===== config.mk =====
export PLATFORM = sky130hd
export DESIGN_NAME = buzzer_tone_seq
export DESIGN_NICKNAME = d
export VERILOG_FILES = /design/src/rtl/buzzer_pkg.sv /design/src/rtl/buzzer_tone_rom.sv /design/src/rtl/buzzer_tone_seq.sv
export SDC_FILE = /design/constraint.sdc
export NUM_CORES = 1
export LEC_CHECK = 0
export BUFFER_PORTS_ARGS = -buffer_cell sky130_fd_sc_hd__buf_4
export CORE_UTILIZATION = 54
export DETAILED_ROUTE_END_ITERATION = 6
export PLACE_DENSITY = 0.8
export SLEW_MARGIN = 5
export SYNTH_ARGS = -nofsm -noshare
export SYNTH_HDL_FRONTEND = slang
export SYNTH_HIERARCHICAL = 1
export SYNTH_SLANG_ARGS = --single-unit

===== constraint.sdc =====
create_clock -name clk -period 3.6 [get_ports clk]
set_clock_uncertainty 0.15 [all_clocks]
set_input_delay 0.18 -clock clk [delete_from_list [all_inputs] [get_ports clk]]
set_output_delay 0.18 -clock clk [all_outputs]
set_load 0.1 [all_outputs]

===== src/rtl/buzzer_pkg.sv =====
// Shared types and constants for the buzzer tone sequencer.
package buzzer_pkg;

    typedef enum logic [1:0] {
        ST_IDLE = 2'd0,
        ST_PLAY = 2'd1,
        ST_GAP  = 2'd2
    } state_e;

    localparam int unsigned CLK_HZ         = 50_000_000;
    localparam int unsigned STEP_W         = 16;
    localparam int unsigned DUR_W          = 16;
    localparam int unsigned ROM_DEPTH      = 8;
    localparam int unsigned ROM_AW         = 3;
    localparam int unsigned DUR_MS_DEFAULT = 200;
    localparam int unsigned DUR_MS_MAX     = DUR_MS_DEFAULT;

    // Phase steps for a 32-bit accumulator at 50 MHz: C4 D4 E4 F4 G4 A4 B4 C5.
    // Element 0 is the rightmost entry.
    localparam logic [ROM_DEPTH-1:0][STEP_W-1:0] STEP_TABLE = {
        16'd44925, 16'd42434, 16'd37796, 16'd33673,
        16'd29979, 16'd28347, 16'd25254, 16'd22506
    };

    function automatic int unsigned max_u(input int unsigned a, input int unsigned b);
        return (a > b) ? a : b;
    endfunction

endpackage


===== src/rtl/buzzer_tone_rom.sv =====
// Combinational note table: phase step and duration for a note index.
module buzzer_tone_rom
    import buzzer_pkg::*;
#(
    parameter int unsigned IW = 3
) (
    input  logic [IW-1:0]     idx_i,
    output logic [STEP_W-1:0] step_o,
    output logic [DUR_W-1:0]  dur_ms_o
);

    logic [31:0] idx_ext;

    // Look up the note; indices past the table read as a silent, zero-length note.
    always_comb begin
        idx_ext  = 32'(idx_i);
        step_o   = '0;
        dur_ms_o = '0;
        if (idx_ext < ROM_DEPTH) begin
            step_o   = STEP_TABLE[idx_ext[ROM_AW-1:0]];
            dur_ms_o = DUR_W'(DUR_MS_DEFAULT);
        end
    end

endmodule


===== src/rtl/buzzer_tone_seq.sv =====
// Plays the note table once per start pulse: each note for its duration,
// followed by a silent gap, then pulses done. All outputs are registered.
module buzzer_tone_seq
    import buzzer_pkg::*;
#(
    parameter int N           = 32,
    parameter int TICK_CYCLES = CLK_HZ / 1000,
    parameter int NOTE_NUM    = 8,
    parameter int GAP_MS      = 20
) (
    input  logic                        clk,
    input  logic                        rst_n,
    input  logic                        start,
    input  logic                        stop,
    output logic [N-1:0]                period,
    output logic [N-1:0]                duty,
    output logic                        tone_en,
    output logic                        busy,
    output logic [$clog2(NOTE_NUM)-1:0] note_idx,
    output logic                        done
);

    localparam int IW     = $clog2(NOTE_NUM);
    localparam int TW     = (TICK_CYCLES > 1) ? $clog2(TICK_CYCLES) : 1;
    localparam int MS_MAX = int'(max_u(DUR_MS_MAX, GAP_MS));
    localparam int MW     = $clog2(MS_MAX + 1);

    localparam logic [TW-1:0] TICK_LAST = TW'(TICK_CYCLES - 1);
    localparam logic [MW-1:0] GAP_LAST  = MW'(GAP_MS - 1);
    localparam logic [IW-1:0] IDX_LAST  = IW'(NOTE_NUM - 1);
    localparam logic [N-1:0]  DUTY_HALF = {1'b1, {(N-1){1'b0}}};

    state_e          state_q, state_d;
    logic [IW-1:0]   idx_q, idx_d;
    logic [TW-1:0]   tick_q, tick_d;
    logic [MW-1:0]   ms_q, ms_d;
    logic            seq_end;

    logic [N-1:0]    period_q, period_d;
    logic [N-1:0]    duty_q, duty_d;
    logic            tone_en_q, tone_en_d;
    logic            busy_q, busy_d;
    logic            done_q, done_d;

    logic [IW-1:0]     rom_idx;
    logic [STEP_W-1:0] rom_step;
    logic [DUR_W-1:0]  rom_dur_ms;
    logic              tick_wrap;
    logic              play_last;
    logic              gap_last;

    // The ROM is addressed with the note that will be playing after the next
    // edge when the sequence advances, so the registered period is valid on
    // the first cycle of every note; in PLAY this is also the current note.
    always_comb begin
        rom_idx = '0;
        if (state_q == ST_PLAY) begin
            rom_idx = idx_q;
        end else if (state_q == ST_GAP) begin
            rom_idx = idx_q + IW'(1);
        end
    end

    buzzer_tone_rom #(
        .IW (IW)
    ) u_rom (
        .idx_i    (rom_idx),
        .step_o   (rom_step),
        .dur_ms_o (rom_dur_ms)
    );

    assign tick_wrap = (tick_q == TICK_LAST);
    assign play_last = (state_q == ST_PLAY) && tick_wrap && (ms_q == MW'(rom_dur_ms - 1'b1));
    assign gap_last  = (state_q == ST_GAP) && tick_wrap && (ms_q == GAP_LAST);

    // State register plus the registered outputs; reset is synchronous only.
    always_ff @(posedge clk) begin
        if (!rst_n) begin
            state_q   <= ST_IDLE;
            idx_q     <= '0;
            tick_q    <= '0;
            ms_q      <= '0;
            period_q  <= '0;
            duty_q    <= '0;
            tone_en_q <= 1'b0;
            busy_q    <= 1'b0;
            done_q    <= 1'b0;
        end else begin
            state_q   <= state_d;
            idx_q     <= idx_d;
            tick_q    <= tick_d;
            ms_q      <= ms_d;
            period_q  <= period_d;
            duty_q    <= duty_d;
            tone_en_q <= tone_en_d;
            busy_q    <= busy_d;
            done_q    <= done_d;
        end
    end

    // Next state, note index and timing counters; stop overrides everything.
    always_comb begin
        state_d = state_q;
        idx_d   = idx_q;
        seq_end = 1'b0;
        if (stop) begin
            state_d = ST_IDLE;
            idx_d   = '0;
        end else begin
            case (state_q)
                ST_IDLE: begin
                    if (start) begin
                        state_d = ST_PLAY;
                        idx_d   = '0;
                    end
                end
                ST_PLAY: begin
                    if (play_last) begin
                        state_d = ST_GAP;
                    end
                end
                ST_GAP: begin
                    if (gap_last) begin
                        if (idx_q != IDX_LAST) begin
                            state_d = ST_PLAY;
                            idx_d   = idx_q + IW'(1);
                        end else begin
                            state_d = ST_IDLE;
                            idx_d   = '0;
                            seq_end = 1'b1;
                        end
                    end
                end
                default: begin
                    state_d = ST_IDLE;
                    idx_d   = '0;
                end
            endcase
        end

        // Every state change (including GAP->PLAY) restarts timing from zero.
        tick_d = tick_q;
        ms_d   = ms_q;
        if ((state_d != state_q) || (state_q == ST_IDLE)) begin
            tick_d = '0;
            ms_d   = '0;
        end else if (tick_wrap) begin
            tick_d = '0;
            ms_d   = ms_q + MW'(1);
        end else begin
            tick_d = tick_q + TW'(1);
        end
    end

    // Output values for the state being entered, registered on the same edge.
    always_comb begin
        period_d  = '0;
        duty_d    = '0;
        tone_en_d = 1'b0;
        busy_d    = (state_d != ST_IDLE);
        done_d    = seq_end;
        if (state_d == ST_PLAY) begin
            period_d  = N'(rom_step);
            duty_d    = DUTY_HALF;
            tone_en_d = 1'b1;
        end
    end

    assign period   = period_q;
    assign duty     = duty_q;
    assign tone_en  = tone_en_q;
    assign busy     = busy_q;
    assign note_idx = idx_q;
    assign done     = done_q;

endmodule


## After elaboration in Yosys (flattened, before gate mapping)

Memories as Yosys holds them, arrays and structs flattened. A register that Yosys moved wholly into a read port is not among the register bits.
Index checks and enable logic that the tools add are counted.

| storage, ports and cells | value |
|---|---|
| word-level logic and storage cells | 56 |
| output and inout port bits | 70 |
| bits in registers | 80 |
| memories | 1 |
| bits in read-only memories | 128 |

Memory list:

| memory | words | width | rd ports | clocked after Yosys merged registers in | write ports | RTL line | source |
|---|---|---|---|---|---|---|---|
| (name not given) | 8 | 16 | 1 | 1 | 0 | buzzer_tone_rom.sv:20 | `step_o = STEP_TABLE[idx_ext[ROM_AW-1:0]];` |

| cells by class | value |
|---|---|
| bitwise gates (word level) | 4 |
| equal/unequal tests | 10 |
| reduce and logical (&&, ||, !) cells | 14 |
| $add $sub $neg | 3 |
| muxes and demuxes | 15 |

Operators by type and width:

| operator | number |
|---|---|
| 2-to-1 mux 32 bit | 1 |
| adder 16 x 1 -> 16 bit, second input constant | 1 |
| == test 16 bit, second input constant | 1 |
| 2-to-1 mux 3 bit | 5 |
| one-hot mux 3 bit (3 select lines) | 1 |
| adder 8 x 1 -> 8 bit, second input constant | 1 |
| == test 8 x 5 -> 1 bit, second input constant | 1 |
| == test 8 bit, second input constant | 1 |
| 2-to-1 mux 2 bit | 4 |
| one-hot mux 2 bit (3 select lines) | 1 |
| == test 2 x 1 -> 1 bit, second input constant | 2 |
| logical AND 1 bit | 4 |
| inequality test 2 bit, second input constant | 2 |
| NOT 1 bit | 4 |
| OR reduction 2 bit | 2 |
| OR reduction 4 bit | 1 |
| adder 3 x 1 -> 3 bit, second input constant | 1 |
| 2-to-1 mux 1 bit | 3 |
| inequality test 3 bit, second input constant | 1 |
| AND reduction 3 bit | 1 |
| OR reduction 3 bit | 1 |
| == test 2 bit, second input constant | 1 |
| zero test 2 bit | 1 |
| inequality test 2 bit | 1 |
| other kinds (4) | 4 |

## Depth between registers and ports, before layout

| depth | value |
|---|---|
| word-level depth | 9 |
| depth in mapped cells | 10 |
| gate-level depth less buffers | 10 |

## Cells and area by module

The synthesis kept the hierarchy.

Modules (own cells, without submodules):

| module | cells an instance | instances | area an instance (um^2) |
|---|---|---|---|
| buzzer_tone_seq | 317 | 1 | 2839.0 |
| buzzer_tone_rom | 52 | 1 | 364.1 |

## Least setup slack after synthesis

Ideal clock, no wire load.

| timing path | value |
|---|---|
| path kind | register to register |
| from | register idx_q[0] (netlist: note_idx[0]) |
| to | register period_q[10] (netlist: period[10]) |
| arrival time | 2.467 ns |
| path buffers | 1 |
| library setup time | 0.151 ns |
| slack | 0.832 ns |
| data required time | 3.299 ns |
| cell stages (with the launch flop) | 7 |
| path through | dfxtp_1 ha_1 ha_1 and4b_1 a21oi_2 clkbuf_1 a311oi_2 |

| on the way | value |
|---|---|
| longest elaborated chain between the ends | 8 |
| elaborated cells between the ends (all ways) | 11 |

Ends and longest elaborated chain:

| item | RTL line | source |
|---|---|---|
| from (decl) | buzzer_tone_seq.sv:34 | `logic [IW-1:0] idx_q, idx_d;` |
| from (signal assigned) | buzzer_tone_seq.sv:90 | `idx_q <= idx_d;` |
| inequality test 3 bit | buzzer_tone_seq.sv:124 | `if (idx_q != IDX_LAST) begin` |
| 2-to-1 mux 1 bit | buzzer_tone_seq.sv:124 |  |
| 2-to-1 mux 2 bit | buzzer_tone_seq.sv:123 | `if (gap_last) begin` |
| one-hot mux 2 bit (3 select lines) | buzzer_tone_seq.sv:110 | `case (state_q)` |
| 2-to-1 mux 2 bit | buzzer_tone_seq.sv:106 | `if (stop) begin` |
| == test 2 x 1 -> 1 bit | buzzer_tone_seq.sv:162 | `if (state_d == ST_PLAY) begin` |
| AND reduction 2 bit (no line) | - |  |
| zero test 1 bit (no line) | - |  |
| to (decl) | buzzer_tone_seq.sv:39 | `logic [N-1:0] period_q, period_d;` |

Parallel ways exist; a longest one is shown, timed or not.
A chain may end at the register's enable or synchronous reset.

## Final worst setup path

| timing path | value |
|---|---|
| from | register tick_q[0] |
| to | register period_q[9] (netlist: period[9]) |

| on the way | value |
|---|---|
| longest elaborated chain between the ends | 9 |
| elaborated cells between the ends (all ways) | 12 |

Ends and longest elaborated chain:

| item | RTL line | source |
|---|---|---|
| from (decl) | buzzer_tone_seq.sv:35 | `logic [TW-1:0] tick_q, tick_d;` |
| from (signal assigned) | buzzer_tone_seq.sv:91 | `tick_q <= tick_d;` |
| == test 16 bit (*) | buzzer_tone_seq.sv:72 | `assign tick_wrap = (tick_q == TICK_LAST);` |
| logical AND 1 bit, on equally long branches (2 in a row) | buzzer_tone_seq.sv:74, buzzer_tone_seq.sv:73 |  |
| 2-to-1 mux 2 bit, on equally long branches | buzzer_tone_seq.sv:123, buzzer_tone_seq.sv:118 |  |
| one-hot mux 2 bit (3 select lines) (*) | buzzer_tone_seq.sv:110 |  |
| 2-to-1 mux 2 bit (*) | buzzer_tone_seq.sv:106 |  |
| == test 2 x 1 -> 1 bit (*) | buzzer_tone_seq.sv:162 |  |
| AND reduction 2 bit (no line) (*) | - |  |
| zero test 1 bit (no line) (*) | - |  |

Mark *: on every way between the ends. The rest lies on a longest branch, timed or not.

==> results.toml <==
[clocking]
worstSkewPairLatency_ps = 300
clkSinkCount = 48
clockBufferDepth = 2
ctsRootBufferMaster = "sky130_fd_sc_hd__clkbuf_8"
cts_resized = 0
clk_transition_reported_paths_ps = 90
cts_inserted_buffers = 5
tritoncts = "yes"
cts-hold-fix-buffers = 0
cts_htree_levels = 2
post-cts-setup-buffer-count = 0

[worst_setup_path]
worst-path-max-fanout = 19
worstPathRequired_ps = 3640
worstSetupPathType = "reg -> reg"
timing.critical_path.to_type = "register"
worst_endpoint_data_arrival_time_ps = 3110
start_kind = "register"

[sta]
timing.setup.tns_ps = 0
hold_violations = 0
max_slew_margin = 0.232
report.final.setup_viol = 0
fmax_mhz = 327
finalCritPeriodShare = 0.850
slew_violations = 0
timing_worst_slew_pin_value_ps = 1140
final.hold.worst_slack_ps = 150
finalCriticalPeriod_ps = 3060
grt_setup_unrepaired = "no"

[layout]
final.fill_count = 520
area_growth_pct = 2.35
n_antenna_cell = 0
layout-drive-gt1-share = 0.149
design.final.nets = 392

[place]
hpwl_mm = 4.09
gp_congestion = 0.838
port_buffers = 26

[global_routing]
globalRouteOverflowTotal = 0
grt_antenna_before_repair = 0
grt_first_pass_wirelength_mm = 9.34
grtUsageTotal = 0.190
first_global_vias = 2188
grt_start_max_net_pins = 28

[die]
boundaryPins = 74
placementRows = 27
fp.dieW_um = 78.3
dieHeight_um = 78.3
initial_core_util = 0.564
dieArea_um2 = 6130
core_region_area_um2 = 5570

[pwr]
share_seq_of_total_power = 0.440
clockPowerShare = 0.319
netSwitchingFraction = 0.375
ir_drop_v = 0.000225
power.leakage_nw = 1.33
power_density_nw_per_um2 = 378
internal_power_mw = 0.761
p_switching_mw = 0.456
post-layout-total-power_mw = 1.22
power.combinational.fraction = 0.241

[synthesis]
syn_avg_cell_area_um2 = 8.71
yosys_warnings = 6
post_synthesis_instance_total = 361
syn_area_um2 = 3140

[drt]
route.detailed.vias_per_inst = 5.17
route.detailed.drc = 0
detailedRoute.firstIterationViolations = 68
routed_wl_mm = 5.60
post_drt_wl_per_cell_um = 12.5
vias = 2318
final_antenna_net_count = 0
drtPass1Iterations = 4

[run]
drv.max_cap_violation_count = 0

[min_path]
hold_class = "in -> reg"

[outcome]
run_status = "complete, no violations"
-- power by group through the flow --
stage | logic (mW) | clock network (mW) | registers (mW)
global route | 0.302 | 0.417 | 0.536
detailed placement | 0.290 | 0 | 0.548
global placement | 0.288 | 0 | 0.548
CTS | 0.290 | 0.392 | 0.535
floorplan | 0.302 | 0 | 0.570
finish | 0.294 | 0.388 | 0.535
-- sequential cells by signal, summed over array words and instances, names as in the netlist --
| signal | count |
|---|---|
| busy | 1 |
| done | 1 |
| duty | 1 |
| ms_q | 8 |
| note_idx | 3 |
| period | 16 |
| state_q | 2 |
| tick_q | 16 |
-- path summary, 6_finish.rpt --
path | from | to | slack, ps | depth (start not counted)
hold / removal | rst_n | state_q[1] | 150 | 3
setup reg to reg | tick_q[0] | period[9] | 540 | 6
setup / recovery | tick_q[0] | period[9] | 540 | 6
hold reg to reg | note_idx[1] | note_idx[1] | 370 | 2
-- metal layers --
layer  vias up  wire (µm)  global-route usage
met5         -          0                   0
met4         0         65              0.0648
met3         7        232              0.0384
met2        69       2820               0.346
met1      1075       2480               0.220
li1       1167          -                   -
-- critical path, stage by stage, from the launching register on --
cell	delay, ps
sky130_fd_sc_hd__dfxtp_1	400
sky130_fd_sc_hd__ha_1	260
sky130_fd_sc_hd__nand3_1	200
sky130_fd_sc_hd__nor4_4	640
sky130_fd_sc_hd__a21oi_2	400
sky130_fd_sc_hd__a21o_1	520
sky130_fd_sc_hd__a311oi_1	370
-- layout by cell type, fill, tap and decap left out, types with 2 or more instances in the layout --
cell type                    n
sky130_fd_sc_hd__nand4_1     7
sky130_fd_sc_hd__nor4_4      2
sky130_fd_sc_hd__dfxtp_1    48
sky130_fd_sc_hd__nor4_1      3
sky130_fd_sc_hd__a2111oi_2   2
sky130_fd_sc_hd__clkbuf_8    5
sky130_fd_sc_hd__or3_1       3
sky130_fd_sc_hd__and4_1      2
sky130_fd_sc_hd__nor2b_1     7
sky130_fd_sc_hd__nor4b_1     3
sky130_fd_sc_hd__a22o_1      3
sky130_fd_sc_hd__buf_4      28
sky130_fd_sc_hd__nand2b_1    3
sky130_fd_sc_hd__nand4b_1    2
sky130_fd_sc_hd__a311oi_1   10
sky130_fd_sc_hd__inv_1      27
sky130_fd_sc_hd__and3_2      2
sky130_fd_sc_hd__ha_1       13
sky130_fd_sc_hd__xor2_1     17
sky130_fd_sc_hd__a311oi_2    6
sky130_fd_sc_hd__nand2_1    23
sky130_fd_sc_hd__o21bai_1    2
sky130_fd_sc_hd__nand3_1    10
sky130_fd_sc_hd__a21oi_1    12
sky130_fd_sc_hd__xnor2_1    13
sky130_fd_sc_hd__a2111oi_0   6
sky130_fd_sc_hd__nor2_1     19
sky130_fd_sc_hd__nor3_1      8
sky130_fd_sc_hd__nand3b_1    2
sky130_fd_sc_hd__o21ai_0    10
sky130_fd_sc_hd__a31oi_1     3
sky130_fd_sc_hd__conb_1     55
-- layout make-up --
class | instances | area, µm² | share of cell area
Clock inverter | 3 | 42.5 | 0.0132
Clock buffer | 5 | 68.8 | 0.0214
Multi-Input combinational cell | 265 | 1740 | 0.542
Sequential cell | 48 | 961 | 0.299
Inverter | 27 | 101 | 0.0315
Timing Repair Buffer | 28 | 210 | 0.0653
Tap cell | 72 | 90.1 | 0.0280
-- per-stage QoR --
| stage | std cells | util | setup slack, ps | cell area [µm²] |
|---|---|---|---|---|
| floorplan | 413 | - | 832 | 3340 |
| global placement | 440 | 0.557 | 751 | 3110 |
| detailed placement | 440 | 0.557 | 611 | 3110 |
| CTS | 448 | 0.577 | 552 | 3220 |
| global route | 448 | 0.577 | 373 | 3220 |
| finish | 448 | 0.577 | 540 | 3220 |
No activity file was read; power rests on OpenSTA's default activity.
